--- src/rtl/mdom_wvb_hdr_pkg.sv ---
// Shared definitions for the waveform-buffer header reader: bundle field map,
// FSM state encoding and the header word mux.
package mdom_wvb_hdr_pkg;

    localparam int P_HDR_W   = 103;
    localparam int P_WORD_W  = 16;
    localparam int P_N_WORDS = 7;

    localparam int LTC_LSB   = 0;
    localparam int LTC_W     = 49;
    localparam int START_LSB = 49;
    localparam int ADDR_W    = 11;
    localparam int STOP_LSB  = 60;
    localparam int TRIG_LSB  = 71;
    localparam int TRIG_W    = 2;
    localparam int CNST_LSB  = 73;
    localparam int PRE_LSB   = 74;
    localparam int PRE_W     = 5;
    localparam int SYNC_LSB  = 79;
    localparam int BSUM_LSB  = 80;
    localparam int BSUM_W    = 19;
    localparam int BLS_LSB   = 99;
    localparam int BLS_W     = 3;
    localparam int BV_LSB    = 102;

    typedef enum logic [2:0] {
        S_IDLE,
        S_RD,
        S_LATCH,
        S_SEND,
        S_PULSE,
        S_WAIT
    } state_t;

    typedef struct packed {
        logic [LTC_W-1:0]  ltc;
        logic [ADDR_W-1:0] start_addr;
        logic [ADDR_W-1:0] stop_addr;
        logic [TRIG_W-1:0] trig_src;
        logic              cnst_run;
        logic [PRE_W-1:0]  pre_conf;
        logic              sync_rdy;
        logic [BSUM_W-1:0] bsum;
        logic [BLS_W-1:0]  bsum_len_sel;
        logic              bsum_valid;
    } hdr_fields_t;

    // Stream word idx of an unpacked header; w0 goes out first, padding is zero.
    function automatic logic [P_WORD_W-1:0] hdr_word(input hdr_fields_t f, input logic [2:0] idx);
        logic [P_WORD_W-1:0] w;
        case (idx)
            3'd0:    w = f.ltc[47:32];
            3'd1:    w = f.ltc[31:16];
            3'd2:    w = f.ltc[15:0];
            3'd3:    w = {f.ltc[48], 4'b0, f.start_addr};
            3'd4:    w = {f.trig_src, f.cnst_run, f.sync_rdy, 1'b0, f.stop_addr};
            3'd5:    w = {f.bsum_valid, f.bsum_len_sel, f.pre_conf, 4'b0, f.bsum[18:16]};
            3'd6:    w = f.bsum[15:0];
            default: w = '0;
        endcase
        return w;
    endfunction

endpackage

--- src/rtl/mdom_wvb_hdr_unpack.sv ---
// Combinational split of a packed header bundle into its fields; exact
// inverse of the writer-side fan-in.
module mdom_wvb_hdr_unpack
    import mdom_wvb_hdr_pkg::*;
(
    input  logic [P_HDR_W-1:0] hdr_i,
    output logic [LTC_W-1:0]   ltc_o,
    output logic [ADDR_W-1:0]  start_addr_o,
    output logic [ADDR_W-1:0]  stop_addr_o,
    output logic [TRIG_W-1:0]  trig_src_o,
    output logic               cnst_run_o,
    output logic [PRE_W-1:0]   pre_conf_o,
    output logic               sync_rdy_o,
    output logic [BSUM_W-1:0]  bsum_o,
    output logic [BLS_W-1:0]   bsum_len_sel_o,
    output logic               bsum_valid_o
);

    assign ltc_o          = hdr_i[LTC_LSB   +: LTC_W];
    assign start_addr_o   = hdr_i[START_LSB +: ADDR_W];
    assign stop_addr_o    = hdr_i[STOP_LSB  +: ADDR_W];
    assign trig_src_o     = hdr_i[TRIG_LSB  +: TRIG_W];
    assign cnst_run_o     = hdr_i[CNST_LSB];
    assign pre_conf_o     = hdr_i[PRE_LSB   +: PRE_W];
    assign sync_rdy_o     = hdr_i[SYNC_LSB];
    assign bsum_o         = hdr_i[BSUM_LSB  +: BSUM_W];
    assign bsum_len_sel_o = hdr_i[BLS_LSB   +: BLS_W];
    assign bsum_valid_o   = hdr_i[BV_LSB];

endmodule

--- src/rtl/mdom_wvb_hdr_reader.sv ---
// Waveform-buffer header reader: pops one header bundle per event, streams it
// as 7 x 16-bit words, then hands addresses to the payload reader and waits.
module mdom_wvb_hdr_reader
    import mdom_wvb_hdr_pkg::*;
(
    input  logic                clk,
    input  logic                rst,
    input  logic                en,
    input  logic                hdr_empty,
    output logic                hdr_rdreq,
    input  logic [P_HDR_W-1:0]  hdr_data,
    output logic [P_WORD_W-1:0] dout,
    output logic                dout_valid,
    input  logic                dout_ready,
    output logic [ADDR_W-1:0]   wvb_start_addr,
    output logic [ADDR_W-1:0]   wvb_stop_addr,
    output logic                wvb_rd_go,
    input  logic                wvb_rd_done,
    output logic                busy
);

    localparam logic [2:0] LAST_WORD = 3'(P_N_WORDS - 1);

    hdr_fields_t         unp;
    hdr_fields_t         fld_q;
    state_t              state_q;
    logic [2:0]          cnt_q;
    logic [P_WORD_W-1:0] dout_q;
    logic                dout_valid_q;
    logic                rdreq_q;
    logic                go_q;
    logic                busy_q;

    mdom_wvb_hdr_unpack u_unpack (
        .hdr_i          (hdr_data),
        .ltc_o          (unp.ltc),
        .start_addr_o   (unp.start_addr),
        .stop_addr_o    (unp.stop_addr),
        .trig_src_o     (unp.trig_src),
        .cnst_run_o     (unp.cnst_run),
        .pre_conf_o     (unp.pre_conf),
        .sync_rdy_o     (unp.sync_rdy),
        .bsum_o         (unp.bsum),
        .bsum_len_sel_o (unp.bsum_len_sel),
        .bsum_valid_o   (unp.bsum_valid)
    );

    // dout is registered one word ahead: LATCH loads w0 straight from the
    // FIFO output, each accept loads the next word from the field registers.
    always_ff @(posedge clk or posedge rst) begin
        if (rst) begin
            state_q      <= S_IDLE;
            fld_q        <= '0;
            cnt_q        <= '0;
            dout_q       <= '0;
            dout_valid_q <= 1'b0;
            rdreq_q      <= 1'b0;
            go_q         <= 1'b0;
            busy_q       <= 1'b0;
        end else begin
            rdreq_q <= 1'b0;
            go_q    <= 1'b0;
            case (state_q)
                S_IDLE: begin
                    if (en && !hdr_empty) begin
                        state_q <= S_RD;
                        rdreq_q <= 1'b1;
                        busy_q  <= 1'b1;
                    end
                end
                S_RD: state_q <= S_LATCH;
                S_LATCH: begin
                    fld_q        <= unp;
                    cnt_q        <= '0;
                    dout_q       <= hdr_word(unp, 3'd0);
                    dout_valid_q <= 1'b1;
                    state_q      <= S_SEND;
                end
                S_SEND: begin
                    if (dout_ready) begin
                        if (cnt_q == LAST_WORD) begin
                            cnt_q        <= '0;
                            dout_q       <= '0;
                            dout_valid_q <= 1'b0;
                            go_q         <= 1'b1;
                            state_q      <= S_PULSE;
                        end else begin
                            cnt_q  <= cnt_q + 3'd1;
                            dout_q <= hdr_word(fld_q, cnt_q + 3'd1);
                        end
                    end
                end
                S_PULSE: state_q <= S_WAIT;
                S_WAIT: begin
                    if (wvb_rd_done) begin
                        state_q <= S_IDLE;
                        busy_q  <= 1'b0;
                    end
                end
                default: begin
                    state_q <= S_IDLE;
                    busy_q  <= 1'b0;
                end
            endcase
        end
    end

    assign hdr_rdreq      = rdreq_q;
    assign dout           = dout_q;
    assign dout_valid     = dout_valid_q;
    assign wvb_start_addr = fld_q.start_addr;
    assign wvb_stop_addr  = fld_q.stop_addr;
    assign wvb_rd_go      = go_q;
    assign busy           = busy_q;

endmodule

--- config.mk ---
export PLATFORM = sky130hd
export DESIGN_NAME = mdom_wvb_hdr_reader
export DESIGN_NICKNAME = d
export VERILOG_FILES = /design/src/rtl/mdom_wvb_hdr_pkg.sv /design/src/rtl/mdom_wvb_hdr_unpack.sv /design/src/rtl/mdom_wvb_hdr_reader.sv
export SDC_FILE = /design/constraint.sdc
export NUM_CORES = 1
export LEC_CHECK = 0
export ABC_CLOCK_PERIOD_IN_PS = 4120
export CORE_ASPECT_RATIO = 0.8
export CORE_MARGIN = 1
export CORE_UTILIZATION = 48
export CTS_BUF_LIST = sky130_fd_sc_hd__clkbuf_4
export CTS_CLUSTER_SIZE = 10
export DETAILED_ROUTE_END_ITERATION = 7
export GPL_TIMING_DRIVEN = 0
export PLACE_DENSITY = 0.79
export SYNTH_ARGS = -nofsm -noshare
export SYNTH_HDL_FRONTEND = slang
export SYNTH_HIERARCHICAL = 1
export SYNTH_SLANG_ARGS = --single-unit
export TNS_END_PERCENT = 30
--- constraint.sdc ---
create_clock -name clk -period 4.12 [get_ports clk]
set_clock_uncertainty 0.2 [all_clocks]
set_input_delay 0.412 -clock clk [delete_from_list [all_inputs] [get_ports clk]]
set_output_delay 0.412 -clock clk [all_outputs]
set_load 0.01 [all_outputs]
==> summary.txt <==
outcome = finished with violations
failing checks = DRC
sequential area share after synthesis = 45.35%
most frequently used flop master after synthesis = dfrtp_1
relative slew slack = 56.54%
Ports = 151
vias in the first global route = 5483
CP bufs+invs = 2
clock slew at reported path FFs = 0.11 ns
top-count cell post-synth = buf_4
Yosys top cell area share = 45.35%
WL/cell = 20.50 microns
largest net degree at the start of global routing = 103
mux cell area share after synthesis = 23.69%
leak pwr = 4.052 nW
height of the die = 110.9 microns
Top delay family on crit path = buffers and inverters
Synthesized Nets = 694
largest cells by area after synthesis = dfrtp_1 (45%), buf_4 (14%), mux2_2 (13%)
number of port buffers = 47
R2R Path End = dout[15]
# setup viols final = 0
nets = 865
row cnt = 39
final period utilization = 54.35%
post-synth top area cell = dfrtp_1
R2R cell count = 5
CTS Sinks = 129
sequential share of power = 35.3%
post-CTS setup buffers = 0
Mapped Avg Cell Area = 12.17 sq um
Comb power frac = 53.2%
Filler cells = 1107
reg2reg setup slack = 2.05 ns
Clock Power Share = 11.5%
H-tree level count = 4
worst path arrival time = 1.63 ns
DRC = 18
Switching Fraction = 36.49%
first-pass GRT wire length = 30.41 mm
Final Hold Vio Count = 0
area post-placement = 7851 sq um
Synth async-reset ratio = 100.0%
XOR/XNOR share of the synthesized area = 0%
Synth Warn # = 6
Crit-path slowest cell = clkdlybuf4s50_1
Crit path depth = 2
Core Util, Final = 63.37%
worst r2r src = cnt_q[2]
post-route ant nets = 0
post-CTS sizing = 0
DRT Pass-1 Iters = 7
Post-Synth Simple-Gate Area = 4.500%
register area = 3228 sq um
synthesized flop and latch total = 129
Initial Util = 49.45%
setup TNS = 0 ns
CTS tree = built
worst skew pair latency = 0.53 ns
Die ar. = 15320 sq um
unrepaired setup endpoints after global routing = no
PD cells = 721.6 nW/um^2
DR vias = 5156
CP Max Fanout = 3
Hold Crit Depth = 1
layout cells sized above 1 = 40.23%
maximum VDD drop = 0.0004523 V
Layout Area Growth over Synthesis = 28.16%
Post-synth EDFFs = 0
drt via density = 5.410
critical path class = flop to output pin
cell area after synthesis = 7118 sq um
GR Overflow Total = 0
CTS buffer count = 17
hpwl dp = 12.73 mm
Max Slew Vio Count = 0
CTS Buffer Depth = 2
fin area = 9123 sq um
CP Cell Sequence = buf_4 -> clkdlybuf4s50_1
most common library cells after synthesis = buf_4 (137), dfrtp_1 (129), mux2_2 (84)
CP Capture Type = output pin
Worst Hold Class = flop to flop
Peak Freq = 446.6 MHz
Core Region = 14400 sq um
initial antenna violation count = 1
GPL Wtd Cong = 0.9108
GRT Resource Usage Total = 26.66%
startpoint types = flop
Worst-Margin Slew = 0.6495 ns
Final Total Pwr = 6.583 mW
main combinational cell family by area after synthesis = multiplexers
post-synthesis cell count = 585
CP startpoint = wvb_stop_addr[1]
area occupied by multi-input gates = 2639 sq um
Max-Cap Viols = 0
Sw Pwr = 2.402 mW
CTS root buf = clkbuf_4
Distinct cells, synth = 55
WHS = 0.2880 ns
Routed WL = 19.54 mm
initial DRC count = 453
CP max stage delay = 0.54 ns
internal power = 4.180 mW
Worst EP required = 3.51 ns
Die X-Extent = 138.2 microns
post-synthesis compound-gate area fraction = 8.877%
Synth Area in Adders = 0%
worst setup path end = wvb_stop_addr[1]
min Tclk post-route = 2.239 ns
-- per-layer routing --
| metal | part of all wire (%) | wire length, microns | vias up | GRT usage [%] |
|---|---|---|---|---|
| li1 | - | - | 2287 | - |
| met1 | 43 | 8368 | 2598 | 34.47 |
| met2 | 47 | 9221 | 240 | 43.37 |
| met3 | 8.4 | 1646 | 31 | 8.683 |
| met4 | 1.6 | 303 | 0 | 6.517 |
| met5 | 0 | 0 | - | 0 |
-- layout by cell type (no fill, tap or decap), drive strengths merged, types with 4 or more instances in the layout --
| master | Yosys | final |
|---|---|---|
| clkinv | 0 | 9 |
| a21o | 4 | 4 |
| a21oi | 11 | 11 |
| nand3 | 4 | 4 |
| inv | 10 | 10 |
| a211oi | 9 | 9 |
| dfrtp | 129 | 129 |
| nand2 | 11 | 11 |
| nor3 | 4 | 4 |
| nor2 | 23 | 23 |
| dlygate4sd3 | 0 | 104 |
| a31oi | 11 | 11 |
| o21ai | 25 | 25 |
| o22ai | 5 | 5 |
| a22oi | 4 | 4 |
| buf | 155 | 156 |
| mux4 | 4 | 4 |
| mux2 | 110 | 110 |
| mux2i | 26 | 26 |
| clkdlybuf4s50 | 0 | 47 |
| clkbuf | 0 | 21 |
-- area by class of cell --
cell class                 count  share of cell area, %
buffer                       155                  13.30
timing repair buffer         152                  16.87
tap                          184                  2.524
inverter                      10                 0.4663
clock inverter                10                 0.7681
sequential                   129                  35.39
multi-input combinational    291                  28.93
antenna                        1                0.02743
clock buffer                  21                  1.728
-- how the worst min path moves through the flow --
stage	slack, ns	start	endpoint
after floorplan	0.27	fld_q[71]	fld_q[71]
after global placement	0.27	dout_valid	dout_valid
after detailed placement	0.27	dout_valid	dout_valid
after CTS	0.29	dout_valid	dout_valid
after global routing	0.31	dout_valid	dout_valid
final	0.29	dout_valid	dout_valid
-- per-stage QoR --
step	worst slack (ns)	instances
6_report	1.881	953
4_1_cts	1.868	952
5_1_grt	1.807	953
3_5_place_dp	1.919	817
3_3_place_gp	-1.615	816
2_1_floorplan	0.06701	585
-- power by group through the flow --
stage / combinational [mW] / sequential (mW) / clock, mW
after floorplan: 2.35 / 2.23 / 0
final: 3.50 / 2.32 / 0.759
after CTS: 3.46 / 2.31 / 0.767
after detailed placement: 3.36 / 2.33 / 0
after global routing: 3.72 / 2.40 / 0.825
after global placement: 3.27 / 2.30 / 0
-- flip-flops by register name, summed over array words and instances, names as in the netlist --
signal          flops
busy                1
cnt_q               3
dout               16
dout_valid          1
fld_q              81
hdr_rdreq           1
state_q             3
wvb_rd_go           1
wvb_start_addr     11
wvb_stop_addr      11
-- logic make-up after synthesis --
| group | count (synthesis) |
|---|---|
| buffers and inverters | 165 |
| muxes | 140 |
| DFF | 129 |
| AOI/OAI and AO/OA | 91 |
| and+or+nand+nor | 60 |
-- repair_timing --
item	4_1_cts	5_1_grt
hold buffers	104	0
endpoints found under the hold margin	124	0
endpoints found under the setup margin	0	0
No activity file was read; power rests on OpenSTA's default activity.
